$ cat src/rtl/chime_pkg.sv
// Shared definitions for the chime sequencer: note codes, half-period math, default melody, states.
// CHIME_GAP_EN adds the inter-note GAP state to the state encoding.
package chime_pkg;

   localparam int MAX_NOTES = 32;
   localparam int NOTE_W    = 5;
   localparam int TBL_DUR_W = 16;
   localparam int GAP_MS    = 20;
   localparam int NUM_CODES = 15;

   typedef enum logic [NOTE_W-1:0] {
      REST = 5'd0, E2, FS2, C4, CS4, D4, DS4, E4, F4, FS4, G4, GS4, A4, AS4, B4
   } note_e;

   typedef struct packed {
      note_e                code;
      logic [TBL_DUR_W-1:0] dur_ms;
   } entry_t;

   localparam int ENTRY_W = $bits(entry_t);

   // Entry i of the melody lives at bits [i*ENTRY_W +: ENTRY_W].
   typedef logic [MAX_NOTES*ENTRY_W-1:0] melody_t;

   typedef enum logic [2:0] {
      S_IDLE,
      S_LOAD,
      S_PLAY,
`ifdef CHIME_GAP_EN
      S_GAP,
`endif
      S_DONE
   } state_e;

   function automatic int note_hz(input int code);
      case (code)
         1:       return 82;
         2:       return 92;
         3:       return 262;
         4:       return 277;
         5:       return 294;
         6:       return 311;
         7:       return 330;
         8:       return 349;
         9:       return 370;
         10:      return 392;
         11:      return 415;
         12:      return 440;
         13:      return 466;
         14:      return 494;
         default: return 0;
      endcase
   endfunction

   // Only ever called with constant arguments, so the division folds away at elaboration.
   function automatic int half_period_of(input int clk_freq, input int code);
      int hz;
      hz = note_hz(code);
      return (hz == 0) ? 0 : clk_freq / (2 * hz);
   endfunction

   localparam entry_t DEFAULT_TABLE [17] = '{
      '{E4, 16'd400},  '{GS4, 16'd400}, '{FS4, 16'd400}, '{B4, 16'd800},
      '{REST, 16'd200}, '{E4, 16'd400}, '{FS4, 16'd400}, '{GS4, 16'd400},
      '{E4, 16'd800},  '{REST, 16'd200}, '{GS4, 16'd400}, '{E4, 16'd400},
      '{FS4, 16'd400}, '{B4, 16'd800},  '{REST, 16'd400}, '{E2, 16'd1200},
      '{FS2, 16'd1200}
   };

   function automatic melody_t pack_default();
      melody_t m;
      m = '0;
      for (int i = 0; i < 17; i++) m[i*ENTRY_W +: ENTRY_W] = DEFAULT_TABLE[i];
      return m;
   endfunction

   localparam melody_t DEFAULT_MELODY = pack_default();

endpackage

$ cat src/rtl/chime_sequencer_ms_tick_gen.sv
// Millisecond prescaler: one-cycle tick every CYCLES_PER_MS clocks, restarted by a synchronous clear.
module ms_tick_gen #(
   parameter int CYCLES_PER_MS = 50000
) (
   input  logic clk,
   input  logic reset_n,
   input  logic clear,
   output logic tick
);

   localparam int CNT_W = (CYCLES_PER_MS > 1) ? $clog2(CYCLES_PER_MS) : 1;
   localparam logic [CNT_W-1:0] LAST = CNT_W'(CYCLES_PER_MS - 1);

   logic [CNT_W-1:0] cnt;

   assign tick = !clear && (cnt == LAST);

   // NOTE: sequential state is written with non-blocking assignments only, so every
   // always_ff reads the pre-edge value of every register regardless of evaluation order.
   always_ff @(posedge clk or negedge reset_n) begin
      if (!reset_n)          cnt <= '0;
      else if (clear || tick) cnt <= '0;
      else                   cnt <= cnt + 1'b1;
   end

endmodule

$ cat src/rtl/chime_sequencer.sv
// Melody sequencer feeding the PWM tone generator; steps a constant note table on start.
// Define CHIME_GAP_EN to insert a GAP_MS silence between consecutive notes.
module chime_sequencer
   import chime_pkg::*;
#(
   parameter int      CLK_FREQ  = 50000000,
   parameter int      NUM_NOTES = 17,
   parameter int      DUR_W     = 16,
   parameter int      HP_W      = 26,
   parameter melody_t MELODY    = DEFAULT_MELODY
) (
   input  logic            clk,
   input  logic            reset_n,
   input  logic            start,
   input  logic [2:0]      repeat_cnt,
   input  logic            abort,
   output logic [HP_W-1:0] half_period,
   output logic            tone_en,
   output logic [4:0]      note_idx,
   output logic            busy,
   output logic            done
);

   localparam int         CYC_PER_MS = CLK_FREQ / 1000;
   localparam logic [4:0] LAST_IDX   = 5'(NUM_NOTES - 1);

   state_e           state, state_n;
   logic [4:0]       idx_n, adv_idx;
   logic [2:0]       rep_left, rep_n, adv_rep;
   logic [DUR_W-1:0] dur_cnt;
   logic             tick, end_tick, is_final;
   logic             enter_load, enter_gap;
   logic [HP_W-1:0]  hp_lut [NUM_CODES];

   for (genvar c = 0; c < NUM_CODES; c++) begin : g_hp
      assign hp_lut[c] = HP_W'(half_period_of(CLK_FREQ, c));
   end

   function automatic entry_t entry_at(input logic [4:0] idx);
      return entry_t'(MELODY[int'(idx)*ENTRY_W +: ENTRY_W]);
   endfunction

   // Codes beyond the defined set behave as REST.
   function automatic logic code_valid(input note_e code);
      return (int'(code) < NUM_CODES) && (code != REST);
   endfunction

   function automatic logic [HP_W-1:0] code_hp(input note_e code);
      return code_valid(code) ? hp_lut[code[3:0]] : '0;
   endfunction

   function automatic logic [DUR_W-1:0] dur_of(input entry_t e);
      return (e.dur_ms == '0) ? DUR_W'(1) : DUR_W'(e.dur_ms);
   endfunction

   ms_tick_gen #(.CYCLES_PER_MS(CYC_PER_MS)) u_tick (
      .clk     (clk),
      .reset_n (reset_n),
`ifdef CHIME_GAP_EN
      .clear   (!(state == S_PLAY || state == S_GAP)),
`else
      .clear   (state != S_PLAY),
`endif
      .tick    (tick)
   );

   assign end_tick = tick && (dur_cnt == DUR_W'(1));
   assign is_final = (note_idx == LAST_IDX) && (rep_left == 3'd0);
   assign adv_idx  = (note_idx == LAST_IDX) ? 5'd0 : note_idx + 5'd1;
   assign adv_rep  = (note_idx == LAST_IDX) ? rep_left - 3'd1 : rep_left;

   // NOTE: every always_comb output gets a default before the case so no path can
   // leave it unassigned and infer a latch.
   always_comb begin
      state_n    = state;
      idx_n      = note_idx;
      rep_n      = rep_left;
      enter_load = 1'b0;
      enter_gap  = 1'b0;
      case (state)
         S_IDLE: if (start && !abort) begin
            state_n    = S_LOAD;
            idx_n      = 5'd0;
            rep_n      = repeat_cnt;
            enter_load = 1'b1;
         end
         S_LOAD: state_n = S_PLAY;
         S_PLAY: if (end_tick) begin
            if (is_final) begin
               state_n = S_DONE;
            end else begin
`ifdef CHIME_GAP_EN
               state_n   = S_GAP;
               enter_gap = 1'b1;
`else
               state_n    = S_LOAD;
               idx_n      = adv_idx;
               rep_n      = adv_rep;
               enter_load = 1'b1;
`endif
            end
         end
`ifdef CHIME_GAP_EN
         S_GAP: if (end_tick) begin
            state_n    = S_LOAD;
            idx_n      = adv_idx;
            rep_n      = adv_rep;
            enter_load = 1'b1;
         end
`endif
         S_DONE:  state_n = S_IDLE;
         default: state_n = S_IDLE;
      endcase
      if (abort && state != S_IDLE) begin
         state_n    = S_IDLE;
         enter_load = 1'b0;
         enter_gap  = 1'b0;
      end
   end

   // Tone outputs are loaded on the edge into LOAD so they cover the LOAD cycle too.
   always_ff @(posedge clk or negedge reset_n) begin
      if (!reset_n) begin
         state       <= S_IDLE;
         note_idx    <= '0;
         rep_left    <= '0;
         dur_cnt     <= '0;
         half_period <= '0;
         tone_en     <= 1'b0;
      end else begin
         state    <= state_n;
         note_idx <= idx_n;
         rep_left <= rep_n;
         if (enter_load) begin
            half_period <= code_hp(entry_at(idx_n).code);
            tone_en     <= code_valid(entry_at(idx_n).code);
         end else if (enter_gap) begin
            tone_en <= 1'b0;
         end else if (state_n == S_IDLE || state_n == S_DONE) begin
            half_period <= '0;
            tone_en     <= 1'b0;
         end
         if (state == S_LOAD)  dur_cnt <= dur_of(entry_at(note_idx));
         else if (enter_gap)   dur_cnt <= DUR_W'(GAP_MS);
         else if (tick)        dur_cnt <= dur_cnt - DUR_W'(1);
      end
   end

   assign busy = (state != S_IDLE) && (state != S_DONE);
   assign done = (state == S_DONE);

endmodule

$ cat config.mk
export PLATFORM = sky130hd
export DESIGN_NAME = chime_sequencer
export DESIGN_NICKNAME = d
export VERILOG_FILES = /design/src/rtl/chime_pkg.sv /design/src/rtl/chime_sequencer_ms_tick_gen.sv /design/src/rtl/chime_sequencer.sv
export SDC_FILE = /design/constraint.sdc
export NUM_CORES = 1
export LEC_CHECK = 0
export BUFFER_PORTS_ARGS = -buffer_cell sky130_fd_sc_hd__buf_2
export CAP_MARGIN = 20
export CORE_MARGIN = 2
export CORE_UTILIZATION = 51
export CTS_CLUSTER_DIAMETER = 150
export DETAILED_ROUTE_END_ITERATION = 12
export PLACE_DENSITY = 0.67
export SETUP_SLACK_MARGIN = 0.2
export SYNTH_ARGS = -nofsm -noshare
export SYNTH_HDL_FRONTEND = slang
export SYNTH_HIERARCHICAL = 1
export SYNTH_SLANG_ARGS = --single-unit
$ cat constraint.sdc
create_clock -name clk -period 6.5 [get_ports clk]
set_input_delay 0.325 -clock clk [delete_from_list [all_inputs] [get_ports clk]]
set_output_delay 0.325 -clock clk [all_outputs]
set_load 0.02 [all_outputs]
==> flow_summary.json, run 1 <==
{
  "ant_nets": 0,
  "clock_tree.buffer_depth": 2,
  "cts_buffers": 9,
  "synth_edf_count": 0,
  "ctsHoldBuffers": 0,
  "layout_min_cycle_time_ns": 5.78,
  "worstSetupEndpointType": "flip-flop",
  "post-route-period-util_pct": 89.0,
  "crit_type": "reg -> reg",
  "ys.flop_type": "dfrtp_1",
  "drc": 0,
  "swShare_pct": 25.5,
  "max_slew_margin_pct": 47.8,
  "antenna_found_initial": 0,
  "gp_congestion": 0.960,
  "cts_resized": 0,
  "tightest_slew_ns": 0.783,
  "syn_to_final_growth_pct": 8.94,
  "critPathMaxFanout": 15,
  "ys_ff_latch": 62,
  "cp_cell_sequence": "nor3b_1 > inv_1 > nor2_1 > and4bb_2 > nand4b_4 > o311ai_0 > o31a_1 > inv_1 > ha_1 > o211ai_1 > a32o_1 > inv_2 > ha_1 > a41o_1 > a41oi_2 > inv_1 > o311ai_1",
  "drive_gt1_share_pct": 16.0,
  "start_util_pct": 53.2,
  "via_count": 3354,
  "synth_commonest_cells": "dfrtp_1 (62), nor2_1 (49), nand2_1 (43)",
  "cts_tree": "done",
  "numClockSinks": 62,
  "die-width_um": 94.0,
  "cp.required_ns": 6.74,
  "n_antenna_cell": 0,
  "rsz0062_at_grt": "false",
  "totalWireLength_um": 8860,
  "dieArea_um2": 8830,
  "cpMostUsedCell": "inv_1",
  "drt_iter0_markers": 170,
  "grt_pass1_wl_um": 15300,
  "power.leakage_nw": 1.97,
  "cpMaxStageDelayCell": "a41oi_2",
  "avgViaCountPerCell": 5.80,
  "grt_pass1_vias": 3196,
  "hp-class": "in -> async",
  "path_delay_family": "compound AO/OA/AOI/OAI gates",
  "n_fill_cell": 723,
  "clk_pin_slew_ns": 0.07,
  "slew_violations": 0,
  "die_y_um": 94.0,
  "first_pass_iters": 5,
  "timing.fmax_mhz": 173,
  "hpwl_um": 6240,
  "wire_per_inst_um": 15.3,
  "cp_num_cells": 17,
  "cts-htree-levels": 3,
  "synth_area_leaders": "dfrtp_1 (38%), ha_1 (7.0%), xnor2_1 (4.9%)",
  "ys_seq_area_share_pct": 37.6,
  "setup_violations": 0,
  "max_cap_violations": 0,
  "worstSetupStartpointType": "flip-flop",
  "p_sw_uw": 221,
  "r2r_cells": 17,
  "numPortBuffers": 32,
  "synthDistinctLibCells": 75,
  "clock-root-buffer": "clkbuf_8",
  "syn_area_um2": 4130,
  "status": "completed",
  "async_flop_share_pct": 100,
  "netlist_instances": 446,
  "ys_warn_count": 6,
  "max_stage_delay_ns": 0.51,
  "synth_top_area_share_pct": 37.6,
  "cts_setup_buffers": 0,
  "p_comb_share_pct": 9.7,
  "totalPowerFinal_uw": 867,
  "fp-row-count": 32,
  "core_um2": 7770,
  "layout.nets": 502,
  "final.setup.tns_ns": 0,
  "insertion_delay_ns": 0.35,
  "synth_top_cell_by_area": "dfrtp_1",
  "worstPathArrival_ns": 6.02,
  "fin_worst_skew_ns": 0.00837,
  "grt.total_usage_pct": 22.0,
  "power_density_nw_per_um2": 193,
  "peakVddDrop_mv": 0.0867,
  "post_synth.cell_area_avg_um2": 9.26,
  "p_seq_share_pct": 49.3,
  "io_pins": 41,
  "path_buf_inv": 4,
  "p_int_uw": 646,
  "hold_violations": 0,
  "grt_max_degree": 63,
  "synth_most_common_cell": "dfrtp_1",
  "grt_overflow_total": 0,
  "p_clk_share_pct": 41.0
}
-- metrics by stage --
stage	hold WS, ns	cells	util, %	area [um2]	setup WS [ns]
2_1_floorplan	0.0294	454	-	4160	1.90
6_report	0.131	578	57.9	4500	0.716
3_5_place_dp	0.463	563	55.3	4290	0.823
3_3_place_gp	0.464	563	55.3	4290	1.17
5_1_grt	0.207	578	57.9	4500	0.260
4_1_cts	0.171	578	57.9	4500	0.799
-- path summary, 6_finish.rpt --
check / start / to / slack [ns]
min in group clk: repeat_cnt[0] / rep_left[0]$_DFFE_PN0P_ / 0.24
worst min register to register: tone_en$_DFFE_PN0P_ / tone_en$_DFFE_PN0P_ / 0.47
worst min-delay path: reset_n / dur_cnt[2]$_DFFE_PN0P_ / 0.13
max in group asynchronous: reset_n / u_tick/cnt[5]$_DFF_PN0_ / 5.84
worst max-delay path: state[0]$_DFF_PN0_ / half_period[9]$_DFFE_PN0P_ / 0.72
worst max register to register: state[0]$_DFF_PN0_ / half_period[9]$_DFFE_PN0P_ / 0.72
-- metal layers --
layer / global-route usage, % / up-vias / share of wire, %
met4: 7.37 / 0 / 1.7
met2: 32.4 / 92 / 45
met5: 0 / - / 0
met1: 31.3 / 1604 / 48
met3: 6.02 / 18 / 4.6
li1: - / 1640 / -
-- cells by family after synthesis --
kind of cell,synth area share [%]
other,0.0908
AO/OA/AOI/OAI,18.2
multiplexers,1.97
flip-flops,37.6
XOR/XNOR,5.73
buffers and inverters,6.45
adder cells (fa/ha/maj),6.97
AND/OR/NAND/NOR,23.0
-- registers in the layout, indices dropped and copies added (netlist names) --
signal,count
dur_cnt,16
u_tick/cnt,16
rep_left,3
state,3
half_period,18
tone_en,1
note_idx,5
-- layout make-up --
| class | instances | area [um2] | area share, % |
|---|---|---|---|
| inverters | 24 | 95.1 | 2.11 |
| well taps | 102 | 128 | 2.84 |
| clock inverters | 3 | 42.5 | 0.945 |
| multi-input cells | 341 | 2340 | 52.1 |
| flip-flops and latches | 62 | 1550 | 34.5 |
| clock buffers | 12 | 165 | 3.67 |
| repair buffers | 34 | 175 | 3.89 |
-- cells in the final DEF, fill, tap and decap left out, drive strengths merged, types with 3 or more instances in the layout --
cell / n
a211oi: 3
nand2b: 5
nand3: 13
nand3b: 3
ha: 23
or4: 4
a21oi: 13
nor2: 50
o21ai: 25
nor3b: 3
buf: 34
or3: 5
a22oi: 3
xnor2: 23
clkbuf: 12
a22o: 9
nand2: 43
o211ai: 5
nor2b: 3
a31oi: 7
o21a: 3
nor4: 11
nand4: 6
mux2i: 7
xor2: 4
conb: 9
and2: 5
inv: 23
dfrtp: 62
o2111ai: 3
o311ai: 4
a32o: 6
nor3: 12
-- power groups by stage --
stage                     combinational [mW]  clock [mW]  sequential (mW)
final                                 0.0844       0.355            0.428
after global routing                  0.0963       0.382            0.431
after CTS                             0.0853       0.364            0.427
after detailed placement              0.0849           0            0.434
after global placement                0.0835           0            0.433
after floorplan                       0.0586           0            0.435
Note: power is estimated with default switching activity, not from simulation.
==> run 2: changes to the inputs <==
--- a/config.mk
+++ b/config.mk
@@ -7,11 +7,14 @@
 export LEC_CHECK = 0
 export BUFFER_PORTS_ARGS = -buffer_cell sky130_fd_sc_hd__buf_2
 export CAP_MARGIN = 20
+export CELL_PAD_IN_SITES_DETAIL_PLACEMENT = 1
+export CELL_PAD_IN_SITES_GLOBAL_PLACEMENT = 2
 export CORE_MARGIN = 2
-export CORE_UTILIZATION = 51
+export CORE_UTILIZATION = 37
 export CTS_CLUSTER_DIAMETER = 150
 export DETAILED_ROUTE_END_ITERATION = 12
-export PLACE_DENSITY = 0.67
+export GPL_ROUTABILITY_DRIVEN = 0
+export PLACE_DENSITY = 0.76
 export SETUP_SLACK_MARGIN = 0.2
 export SYNTH_ARGS = -nofsm -noshare
 export SYNTH_HDL_FRONTEND = slang
==> flow_summary.json, run 2 (synthesized netlist as in run 1, its figures left out) <==
{
  "dieArea_um2": 12000,
  "hold_violations": 0,
  "stdcell_count": 617,
  "core_um2": 10900,
  "critPathMaxFanout": 15,
  "largestRegisters": "half_period (18), dur_cnt (16), u_tick/cnt (16)",
  "io_pins": 41,
  "final_cell_mix": "dfrtp_1 (62), nor2_1 (48), nand2_1 (43)",
  "grt_max_degree": 63,
  "hpwl_um": 7500,
  "largest_register_ffs": 18,
  "cp.required_ns": 6.75,
  "grt_pass1_wl_um": 17500,
  "wire_per_inst_um": 16.9,
  "r2r_end": "half_period[9]$_DFFE_PN0P_",
  "rsz0062_at_grt": "false",
  "avgViaCountPerCell": 5.43,
  "status": "completed",
  "top_register": "half_period",
  "slew_violations": 0,
  "timing.fmax_mhz": 174,
  "cts_resized": 0,
  "drt_iter0_markers": 160,
  "worstSetupEndpointType": "flip-flop",
  "cts-htree-levels": 3,
  "via_count": 3351,
  "fin_worst_skew_ns": 0.00545,
  "power.leakage_nw": 1.97,
  "cts_buffers": 9,
  "startpoint": "state[0]$_DFF_PN0_",
  "post-route-period-util_pct": 88.6,
  "highest_layer": "met4",
  "insertion_delay_ns": 0.36,
  "antenna_found_initial": 0,
  "n_fill_cell": 1265,
  "layout.cells.most_common": "dfrtp_1",
  "grt_overflow_total": 0,
  "drt-met1-wl_um": 5170,
  "hp-class": "in -> async",
  "die-width_um": 110,
  "max_slew_margin_pct": 46.6,
  "numPortBuffers": 32,
  "dr_wl_met3_um": 345,
  "worstSetupStartpointType": "flip-flop",
  "setup_violations": 0,
  "totalWireLength_um": 10500,
  "dp.cells": 601,
  "drc": 0,
  "first_pass_iters": 4,
  "die_y_um": 110,
  "met2_length_um": 4810,
  "syn_to_final_growth_pct": 10.0,
  "r2r_cells": 17,
  "power_density_nw_per_um2": 191,
  "final.setup.tns_ns": 0,
  "ant_nets": 0,
  "peakVddDrop_mv": 0.119,
  "fp-row-count": 38,
  "numClockSinks": 62,
  "max_cap_violations": 0,
  "rrSetupSlack_ns": 0.74,
  "tightest_slew_ns": 0.800,
  "cts_tree": "done",
  "clock_tree.buffer_depth": 2,
  "clock-root-buffer": "clkbuf_8",
  "cts_setup_buffers": 0,
  "crit_type": "reg -> reg",
  "drive_gt1_share_pct": 15.9,
  "ctsHoldBuffers": 0,
  "r2r-start": "state[0]$_DFF_PN0_",
  "worstPathArrival_ns": 6.01,
  "clk_pin_slew_ns": 0.07,
  "grt_pass1_vias": 3389,
  "start_util_pct": 37.9,
  "n_antenna_cell": 0,
  "grt.total_usage_pct": 19.0,
  "layout.nets": 502,
  "layout_min_cycle_time_ns": 5.76
}
-- run 2: final cells by class --
type / instances / area, um2 / share of cell area (%)
Clock buffer: 13 / 159 / 3.50
Timing Repair Buffer: 34 / 175 / 3.86
Tap cell: 140 / 175 / 3.86
Inverter: 24 / 95.1 / 2.09
Clock inverter: 3 / 42.5 / 0.936
Multi-Input combinational cell: 341 / 2340 / 51.6
Sequential cell: 62 / 1550 / 34.2
-- run 2: worst max-delay path by stage --
stage	to	depth (start not counted)	slack, ns
6_report	half_period[9]$_DFFE_PN0P_	17	0.74
5_1_grt	half_period[9]$_DFFE_PN0P_	17	0.24
4_1_cts	half_period[9]$_DFFE_PN0P_	17	0.63
3_5_place_dp	half_period[9]$_DFFE_PN0P_	17	0.73
3_3_place_gp	half_period[9]$_DFFE_PN0P_	17	1.04
2_1_floorplan	half_period[2]$_DFFE_PN0P_	22	1.90
-- run 2: where the power goes --
part	internal, mW	switching (mW)
registers	0.407	0.0205
clock network	0.198	0.154
logic	0.0336	0.0533
-- run 2: worst max-delay path, stage by stage, from the launching register on --
cell and delay [ns]:
dfrtp_1 0.43, nor3b_1 0.45, inv_1 0.38, nor2_2 0.36, and4bb_2 0.31, nand4b_4 0.20, o311ai_0 0.40, o31a_1 0.31
inv_1 0.13, ha_1 0.25, o211ai_1 0.21, a32o_1 0.47, inv_2 0.20, ha_1 0.25, a41o_1 0.24, a41oi_2 0.55
inv_1 0.19, o311ai_1 0.30
-- run 2: per-layer routing --
metal,vias up,global-route usage (%)
li1,1637,-
met1,1656,26.1
met2,49,29.5
met3,9,4.62
met4,0,5.97
met5,-,0
-- run 2: stage by stage --
stage	instance area, um2	setup slack, ns	total power [mW]	hold WS [ns]	utilization [%]
2_1_floorplan	4160	1.90	0.494	0.0294	-
3_3_place_gp	4340	1.04	0.519	0.469	39.9
3_5_place_dp	4340	0.730	0.523	0.462	39.9
4_1_cts	4540	0.627	0.886	0.171	41.7
5_1_grt	4540	0.237	0.912	0.210	41.7
6_report	4540	0.740	0.866	0.142	41.7
==> run 3: changes to the inputs <==
--- a/config.mk
+++ b/config.mk
@@ -5,16 +5,16 @@
 export SDC_FILE = /design/constraint.sdc
 export NUM_CORES = 1
 export LEC_CHECK = 0
+export ABC_AREA = 1
 export BUFFER_PORTS_ARGS = -buffer_cell sky130_fd_sc_hd__buf_2
 export CAP_MARGIN = 20
 export CELL_PAD_IN_SITES_DETAIL_PLACEMENT = 1
 export CELL_PAD_IN_SITES_GLOBAL_PLACEMENT = 2
 export CORE_MARGIN = 2
-export CORE_UTILIZATION = 37
+export CORE_UTILIZATION = 35
 export CTS_CLUSTER_DIAMETER = 150
 export DETAILED_ROUTE_END_ITERATION = 12
-export GPL_ROUTABILITY_DRIVEN = 0
-export PLACE_DENSITY = 0.76
+export PLACE_DENSITY = 0.78
 export SETUP_SLACK_MARGIN = 0.2
 export SYNTH_ARGS = -nofsm -noshare
 export SYNTH_HDL_FRONTEND = slang
==> flow_summary.json, run 3 <==
{
  "setup_violations": 0,
  "synth_area_leaders": "dfrtp_1 (36%), nand2_1 (13%), ha_1 (6.7%)",
  "dieArea_um2": 13300,
  "rrSetupSlack_ns": 1.93,
  "drt_iter0_markers": 123,
  "p_clk_share_pct": 45.4,
  "ctsHoldBuffers": 0,
  "path_buf_inv": 2,
  "p_comb_share_pct": 12.9,
  "slew_violations": 0,
  "ys_warn_count": 6,
  "cp_num_cells": 26,
  "power_density_nw_per_um2": 215,
  "wire_per_inst_um": 14.8,
  "swShare_pct": 28.6,
  "p_seq_share_pct": 41.7,
  "first_pass_iters": 4,
  "grt_pass1_vias": 4052,
  "max_cap_violations": 0,
  "ant_nets": 0,
  "layout_setup_ws_ns": 1.93,
  "grt_max_degree": 63,
  "n_antenna_cell": 0,
  "via_count": 3857,
  "worstSetupEndpointType": "flip-flop",
  "gp_congestion": 0.859,
  "numPortBuffers": 32,
  "power.leakage_nw": 2.33,
  "layout.cells.most_common": "nand2_1",
  "synth_top_cell_by_area": "dfrtp_1",
  "grt_pass1_wl_um": 20100,
  "ys.flop_type": "dfrtp_1",
  "top_register": "half_period",
  "cp.required_ns": 6.78,
  "numClockSinks": 62,
  "totalWireLength_um": 11700,
  "status": "completed",
  "synth_edf_count": 0,
  "r2r_cells": 26,
  "final.setup.tns_ns": 0,
  "cts_setup_buffers": 0,
  "critPathMaxFanout": 18,
  "cts_resized": 0,
  "p_sw_uw": 302,
  "grt.total_usage_pct": 19.2,
  "peakVddDrop_mv": 0.102,
  "clk_pin_slew_ns": 0.06,
  "worstPathArrival_ns": 4.85,
  "cts_tree": "done",
  "p_int_uw": 753,
  "drc": 0,
  "fp-row-count": 40,
  "cts_buffers": 9,
  "path_delay_family": "simple AND/OR/NAND/NOR gates",
  "tightest_slew_ns": 0.856,
  "cpMostUsedCell": "nand2_1",
  "cpMaxStageDelayCell": "nor2_1",
  "hold_violations": 0,
  "layout_min_cycle_time_ns": 4.57,
  "drive_gt1_share_pct": 17.3,
  "netlist_instances": 581,
  "final_cell_mix": "nand2_1 (153), nor2_1 (75), dfrtp_1 (62)",
  "synth_top_area_share_pct": 35.9,
  "core_um2": 12100,
  "hpwl_um": 8620,
  "max_slew_margin_pct": 42.9,
  "post-route-period-util_pct": 70.3,
  "worstSetupStartpointType": "flip-flop",
  "start_util_pct": 35.9,
  "largest_register_ffs": 18,
  "rsz0062_at_grt": "false",
  "syn_to_final_growth_pct": 13.3,
  "ys_seq_area_share_pct": 35.9,
  "place_ws_ns": 1.92,
  "async_flop_share_pct": 100,
  "max_stage_delay_ns": 0.47,
  "cts-htree-levels": 3,
  "layout.nets": 645,
  "syn_area_um2": 4330,
  "clock-root-buffer": "clkbuf_16",
  "insertion_delay_ns": 0.34,
  "die_y_um": 115,
  "ys_ff_latch": 62,
  "crit_type": "reg -> reg",
  "grt_overflow_total": 0,
  "avgViaCountPerCell": 4.89,
  "io_pins": 41,
  "fin_worst_skew_ns": 0.00565,
  "synth_commonest_cells": "nand2_1 (153), nor2_1 (75), dfrtp_1 (62)",
  "antenna_found_initial": 0,
  "clock_tree.buffer_depth": 2,
  "synthDistinctLibCells": 46,
  "die-width_um": 115,
  "hp-class": "in -> async",
  "largestRegisters": "half_period (18), dur_cnt (16), u_tick/cnt (16)",
  "post_synth.cell_area_avg_um2": 7.44,
  "timing.fmax_mhz": 219,
  "synth_most_common_cell": "nand2_1"
}
-- run 3: changes by cell type after synthesis, moves of 7 or more --
cell | previous run | this run
nand2_1 | 43 | 153
a22o_1 | 9 | 1
mux2i_1 | 7 | 0
inv_2 | 2 | 11
nand2_2 | 0 | 10
nand3_1 | 12 | 35
xnor2_1 | 23 | 4
nand3_2 | 1 | 11
nor2_1 | 49 | 75
inv_1 | 21 | 49
clkbuf_1 | 10 | 3
-- run 3: metrics by stage --
| stage | instance area [um2] | hold slack [ns] | total power [mW] | utilization, % | std cells |
|---|---|---|---|---|---|
| finish | 4900 | 0.174 | 1.05 | 40.6 | 788 |
| global placement | 4610 | 0.458 | 0.579 | 38.2 | 772 |
| CTS | 4900 | 0.215 | 1.07 | 40.6 | 788 |
| floorplan | 4360 | 0.0294 | 0.541 | - | 589 |
| detailed placement | 4610 | 0.464 | 0.583 | 38.2 | 772 |
| global route | 4900 | 0.240 | 1.11 | 40.6 | 788 |
-- run 3: layout make-up --
class / instances / area [um2]
clock buffers: 10 / 229
multi-input cells: 448 / 2450
fillers: 1527 / 7160
inverters: 60 / 225
well taps: 168 / 210
clock inverters: 6 / 62.6
repair buffers: 34 / 175
flip-flops and latches: 62 / 1550
-- run 3: path summary, 6_finish.rpt --
path | from | end
max | u_tick/cnt[0]$_DFF_PN0_ | half_period[14]$_DFFE_PN0P_
min | reset_n | dur_cnt[10]$_DFFE_PN0P_
min in group clk | repeat_cnt[1] | rep_left[1]$_DFFE_PN0P_
max reg2reg | u_tick/cnt[0]$_DFF_PN0_ | half_period[14]$_DFFE_PN0P_
max in group asynchronous | reset_n | note_idx[3]$_DFF_PN0_
min reg2reg | half_period[8]$_DFFE_PN0P_ | half_period[8]$_DFFE_PN0P_
-- run 3: cells by family after synthesis --
| kind of cell | synth area share, % |
|---|---|
| compound gates | 9.31 |
| xor+xnor | 2.43 |
| fa+ha+maj | 6.65 |
| buf+inv | 8.27 |
| flops | 35.9 |
| other cells | 0.0867 |
| simple gates | 37.4 |
-- run 3: routing by layer --
| metal | global-route usage, % | vias to the layer above | routed length, um |
|---|---|---|---|
| li1 | - | 1925 | - |
| met1 | 25.1 | 1879 | 5630 |
| met2 | 32.2 | 42 | 5570 |
| met3 | 3.85 | 11 | 295 |
| met4 | 5.86 | 0 | 159 |
| met5 | 0 | - | 0 |
-- run 3: power by group through the flow --
| stage | sequential, mW | clock [mW] | combinational (mW) |
|---|---|---|---|
| 2_1_floorplan | 0.446 | 0 | 0.0946 |
| 3_3_place_gp | 0.445 | 0 | 0.134 |
| 3_5_place_dp | 0.445 | 0 | 0.137 |
| 4_1_cts | 0.440 | 0.498 | 0.138 |
| 5_1_grt | 0.444 | 0.515 | 0.155 |
| 6_report | 0.440 | 0.479 | 0.136 |
